--- src/rtl/reloj_pkg.sv ---
// Shared definitions for the time-of-day counter: FSM state encoding,
// BCD digit limits and the two-digit BCD increment helpers.
package reloj_pkg;

    typedef enum logic [1:0] {
        ST_RUN      = 2'b00,
        ST_SET_HOUR = 2'b01,
        ST_SET_MIN  = 2'b10
    } estado_t;

    localparam logic [3:0] MAX_MIN_TENS    = 4'd5;
    localparam logic [3:0] MAX_MIN_UNITS   = 4'd9;
    localparam logic [3:0] MAX_HOUR_TENS   = 4'd2;
    localparam logic [3:0] HOUR_WRAP_UNITS = 4'd3;
    localparam logic [3:0] MAX_BCD_UNITS   = 4'd9;

    typedef struct packed {
        logic [3:0] tens;
        logic [3:0] units;
    } bcd2_t;

    function automatic logic is_min_wrap(input bcd2_t m);
        return (m.tens == MAX_MIN_TENS) && (m.units == MAX_MIN_UNITS);
    endfunction

    function automatic logic is_hour_wrap(input bcd2_t h);
        return (h.tens == MAX_HOUR_TENS) && (h.units == HOUR_WRAP_UNITS);
    endfunction

    // 59 wraps to 00; the caller decides whether that carries into hours.
    function automatic bcd2_t inc_min(input bcd2_t m);
        bcd2_t r;
        r = m;
        if (m.units == MAX_MIN_UNITS) begin
            r.units = 4'd0;
            r.tens  = (m.tens == MAX_MIN_TENS) ? 4'd0 : m.tens + 4'd1;
        end else begin
            r.units = m.units + 4'd1;
        end
        return r;
    endfunction

    // 23 wraps to 00; otherwise a plain BCD increment of the units digit.
    function automatic bcd2_t inc_hour(input bcd2_t h);
        bcd2_t r;
        r = h;
        if (is_hour_wrap(h)) begin
            r.tens  = 4'd0;
            r.units = 4'd0;
        end else if (h.units == MAX_BCD_UNITS) begin
            r.units = 4'd0;
            r.tens  = h.tens + 4'd1;
        end else begin
            r.units = h.units + 4'd1;
        end
        return r;
    endfunction

endpackage

--- src/rtl/detector_flanco.sv ---
// Single-bit rising-edge detector. History resets to 1 so an input that is
// already high when reset is released does not look like a fresh edge.
module detector_flanco (
    input  logic clock,
    input  logic reset_n,
    input  logic din,
    output logic rise
);

    logic prev;

    always_ff @(posedge clock or negedge reset_n) begin
        if (!reset_n) begin
            prev <= 1'b1;
        end else begin
            prev <= din;
        end
    end

    assign rise = din & ~prev;

endmodule

--- src/rtl/contador_hora_minuto.sv ---
// 24-hour HH:MM counter in BCD driven by the minute divider, with a
// three-state mode machine for setting hours and minutes by button.
module contador_hora_minuto
    import reloj_pkg::*;
#(
    parameter int unsigned EDGES_PER_MIN = 1
) (
    input  logic       clock,
    input  logic       reset_n,
    input  logic       tick_in,
    input  logic       btn_mode,
    input  logic       btn_inc,
    output logic [3:0] min_units,
    output logic [3:0] min_tens,
    output logic [3:0] hour_units,
    output logic [3:0] hour_tens,
    output logic [1:0] setting,
    output logic       day_tick
);

    localparam logic [7:0] PRE_LAST = 8'(EDGES_PER_MIN - 1);

    logic tick_rise;
    logic mode_rise;
    logic inc_rise;

    estado_t state;
    estado_t state_next;

    bcd2_t      min_q;
    bcd2_t      hour_q;
    logic [7:0] pre_q;
    logic       day_q;

    bcd2_t      min_next;
    bcd2_t      hour_next;
    logic [7:0] pre_next;
    logic       day_next;

    detector_flanco u_det_tick (
        .clock   (clock),
        .reset_n (reset_n),
        .din     (tick_in),
        .rise    (tick_rise)
    );

    detector_flanco u_det_mode (
        .clock   (clock),
        .reset_n (reset_n),
        .din     (btn_mode),
        .rise    (mode_rise)
    );

    detector_flanco u_det_inc (
        .clock   (clock),
        .reset_n (reset_n),
        .din     (btn_inc),
        .rise    (inc_rise)
    );

    always_ff @(posedge clock or negedge reset_n) begin
        if (!reset_n) begin
            state <= ST_RUN;
        end else begin
            state <= state_next;
        end
    end

    always_comb begin
        state_next = state;
        if (mode_rise) begin
            case (state)
                ST_RUN:      state_next = ST_SET_HOUR;
                ST_SET_HOUR: state_next = ST_SET_MIN;
                ST_SET_MIN:  state_next = ST_RUN;
                default:     state_next = ST_RUN;
            endcase
        end
    end

    // Time updates key off the current state, so a tick in the cycle RUN is
    // left still counts, and one in the cycle RUN is re-entered does not.
    always_comb begin
        min_next  = min_q;
        hour_next = hour_q;
        pre_next  = pre_q;
        day_next  = 1'b0;
        case (state)
            ST_RUN: begin
                if (tick_rise) begin
                    if (pre_q == PRE_LAST) begin
                        pre_next = 8'd0;
                        min_next = inc_min(min_q);
                        if (is_min_wrap(min_q)) begin
                            hour_next = inc_hour(hour_q);
                            day_next  = is_hour_wrap(hour_q);
                        end
                    end else begin
                        pre_next = pre_q + 8'd1;
                    end
                end
            end
            ST_SET_HOUR: begin
                if (inc_rise && !mode_rise) begin
                    hour_next = inc_hour(hour_q);
                end
            end
            ST_SET_MIN: begin
                if (inc_rise && !mode_rise) begin
                    min_next = inc_min(min_q);
                end
                if (mode_rise) begin
                    pre_next = 8'd0;
                end
            end
            default: begin
                pre_next = 8'd0;
            end
        endcase
    end

    always_ff @(posedge clock or negedge reset_n) begin
        if (!reset_n) begin
            min_q  <= '0;
            hour_q <= '0;
            pre_q  <= 8'd0;
            day_q  <= 1'b0;
        end else begin
            min_q  <= min_next;
            hour_q <= hour_next;
            pre_q  <= pre_next;
            day_q  <= day_next;
        end
    end

    assign min_units  = min_q.units;
    assign min_tens   = min_q.tens;
    assign hour_units = hour_q.units;
    assign hour_tens  = hour_q.tens;
    assign setting    = state;
    assign day_tick   = day_q;

endmodule

--- config.mk ---
export PLATFORM = sky130hd
export DESIGN_NAME = contador_hora_minuto
export DESIGN_NICKNAME = d
export VERILOG_FILES = /design/src/rtl/reloj_pkg.sv /design/src/rtl/detector_flanco.sv /design/src/rtl/contador_hora_minuto.sv
export SDC_FILE = /design/constraint.sdc
export NUM_CORES = 1
export LEC_CHECK = 0
export ABC_CLOCK_PERIOD_IN_PS = 2200
export BUFFER_PORTS_ARGS = -buffer_cell sky130_fd_sc_hd__buf_2
export CORE_ASPECT_RATIO = 0.8
export CORE_MARGIN = 4
export CORE_UTILIZATION = 50
export CTS_CLUSTER_DIAMETER = 150
export DETAILED_ROUTE_END_ITERATION = 12
export GPL_TIMING_DRIVEN = 1
export PLACE_DENSITY = 0.85
export RECOVER_POWER = 50
export SLEW_MARGIN = 20
export SYNTH_ARGS = -nofsm -noshare
export SYNTH_HDL_FRONTEND = slang
export SYNTH_SLANG_ARGS = --single-unit
--- constraint.sdc ---
create_clock -name clock -period 2.2 [get_ports clock]
set_input_delay 0.11 -clock clock [delete_from_list [all_inputs] [get_ports clock]]
set_output_delay 0.11 -clock clock [all_outputs]
set_load 0.05 [all_outputs]
==> impl_metrics.csv <==
group,metric,value,unit
finish,final_area,1944,sq um
placed_design,hpwl,2.509,mm
worst_setup_path,cp-end-kind,"register",
worst_setup_path,critPathLaunchType,"register",
global_route,grt_pass1_wl,5.540,mm
placed_design,numPortBuffers,23,
clock_network,clockBufferDepth,2,
drt,post_drt_wl_per_cell,13.90,um
synth,yosys_warnings,0,
timing,setup_tns,0,ns
worst_setup_path,worstSetupPathType,"reg2reg",
timing,relSlewSlack,57.20,%
placed_design,gp_congestion,0.8777,
timing,fmax,0.4750,GHz
floorplan,die_h,58.40,um
drt,met1Wirelength,1.581,mm
global_route,antenna_found_initial,0,
clock_network,root_buffer,"clkbuf_8",
finish,fillers,250,
synth,ys_ff_latch,30,
clock_network,cts_buffers,5,
timing,timing.final.crit_share,95.69,%
min_path,worst_hold_path_type,"in2async",
synth,avgSynthCellArea,10.05,sq um
finish,num_antenna_cells,0,
floorplan,rows,18,
placed_design,placed_area,1817,sq um
finish,syn_to_final_growth,22.46,%
timing,fin_skew,0.005891,ns
clock_network,clk_pin_slew,0.06,ns
timing,final-max-slew-violation-count,0,
worst_setup_path,crit_path_max_fanout,6,
power_and_ir_drop,leakagePower,0.8623,nW
drt,dr.pass1.iters,4,
floorplan,die_w,71.01,um
worst_setup_path,crit_required,2.36,ns
clock_network,cts_num_sinks,30,
floorplan,start_util,51.84,%
drt,num_vias,1349,
synth,syn_nets,169,
power_and_ir_drop,power_density,1255,nW/um^2
global_route,grt_pass1_vias,1226,
timing,fin_crit,2.105,ns
power_and_ir_drop,ir_drop,875.9,uV
synth,yosysSeqAreaShare,47.52,%
timing,rsz0062_at_grt,"no",
drt,top_layer_used,"met4",
synth,ys_types,43,
clock_network,htree_levels,2,
run_status,status,"finished, final reports clean",
clock_network,clk_latency,0.28,ns
synth,yosysTopAreaCell,"dfrtp_1",
synth,synth_top_area_share,42.55,%
synth,synth.cell_area,1588,sq um
synth,syn_inst,158,
synth,synthTopCellsByArea,"dfrtp_1, o21ai_0, dfstp_2",
drt,vias_per_cell,5.574,
timing,setup_viol,0,
drt,drt_iter0_markers,81,
drt,wl_met2,1.556,mm
timing,hold_viol_final,0,
flow_run,drv_cap,0,
timing,worst_slew_pin_slew,0.6420,ns
global_route,grt_usage,17.11,%
drt,wl_met3,210,um
clock_network,cts_tree,"yes",
finish,post-route-util,63.48,%
global_route,grt_start_max_net_pins,31,
floorplan,io_pins,24,
drt,antenna_left,0,
worst_setup_path,crit_arrival,2.26,ns
drt,wirelength,3.363,mm
floorplan,die-area,4147,sq um
drt,drc,0,
floorplan,core,3063,sq um
finish,final_layout_size_suffix_gt1_share,23.27,%
finish,final_net_count,212,
global_route,gr-total-overflow,0,
power_and_ir_drop,p_total,2.441,mW
[synth_stat cells, drive strengths merged]
library cell,n
nor4b,1
a22o,1
dfstp,3
nand3,5
o21ai,19
a211oi,2
xor2,2
nor3,5
buf,1
nor4,1
o41ai,2
a21oi,4
o311ai,1
and2,1
clkbuf,1
or4b,3
and4,3
o31ai,1
o22ai,1
nand2,11
o2111ai,1
dfrtp,27
a21o,2
ha,6
a31o,1
o211ai,2
mux2i,1
nand2b,7
nand4,1
mux2,2
inv,9
nor2b,5
a31oi,1
or3,2
nor2,15
xnor2,6
nand3b,2
[critical path, stage by stage (launching register included)]
cell and delay [ns]:
dfrtp_2 0.41, ha_1 0.19, or4b_2 0.64, o22ai_2 0.30, nand2_2 0.14, mux2_4 0.31
[where the power goes]
part           internal [mW]  switching (mW)  leakage, nW
combinational          0.361           0.816        0.449
sequential             0.694           0.165        0.374
clock                  0.224           0.182       0.0395
total                   1.28            1.16        0.862
[layer usage]
| metal | vias up | GRT usage, % |
|---|---|---|
| li1 | 654 | - |
| met4 | 0 | 7.239 |
| met1 | 656 | 23.32 |
| met3 | 2 | 4.266 |
| met5 | - | 0 |
| met2 | 37 | 26.29 |
[metrics by stage]
step                std cells  hold WS (ns)  setup WS (ns)
floorplan                 158       -0.1856        0.03476
global placement          228        0.1672        0.06549
global route              242        0.4819        0.01603
finish                    242        0.3991        0.09491
detailed placement        228        0.1749       0.006203
CTS                       240        0.4122        0.04276
[path summary, 6_finish.rpt]
kind | to | start | cells after the start | slack (ns)
min in group clock | u_det_tick.prev | tick_in | 2 | 0.48
hold / removal | hour_units[2] | reset_n | 2 | 0.40
max in group asynchronous | setting[0] | reset_n | 2 | 1.35
setup reg to reg | hour_tens[1] | hour_units[0] | 5 | 0.09
setup / recovery | hour_tens[1] | hour_units[0] | 5 | 0.09
hold reg to reg | hour_tens[3] | hour_tens[3] | 1 | 0.49
[layout by cell type, fill, tap and decap left out, drive strengths merged, types with 2 or more instances in the layout]
cell	count
dfrtp	27
xor2	2
o211ai	2
o41ai	2
and4	3
a211oi	2
dfstp	3
nand3	5
a21oi	4
a21o	2
nor3	5
inv	9
clkbuf	17
nand2	11
dlygate4sd3	4
o21ai	19
xnor2	6
nand2b	7
nand3b	2
ha	6
or3	2
nor2	15
or4b	3
mux2	2
buf	25
nor2b	5
[logic make-up (layout without fill, tap and decap cells)]
kind of cell               Yosys count  after routing  synth area share (%)
and+or+nand+nor                     62             62                 21.91
AOI/OAI and AO/OA                   38             38                 16.47
DFF                                 30             30                 47.52
buffers and inverters               11             55                 2.679
xor gates and xnor gates             8              8                 4.413
adders and majority gates            6              6                 4.728
muxes                                3              3                 2.285
[flip-flops by register name, summed over array words and instances (netlist names)]
name and flops:
hour_units 4, u_det_mode.prev 1, setting 2, hour_tens 4, u_det_inc.prev 1, pre_q 8
day_tick 1, u_det_tick.prev 1, min_tens 4, min_units 4
[cell type report]
class	instances	area (sq um)	share of cell area (%)
Multi-Input combinational cell	117	794.5	40.86
Tap cell	40	50.05	2.574
Timing Repair Buffer	38	226.5	11.65
Inverter	9	33.78	1.737
Clock buffer	8	80.08	4.118
Sequential cell	30	759.5	39.06
[repair_timing]
item,4_1_cts,5_1_grt
resized for setup,0,2
pin swaps,1,1
endpoints found under the hold margin,30,0
buffers inserted,0,2
hold buffers,4,0
setup endpoints to repair,1,5
No activity file was read; power rests on OpenSTA's default activity.
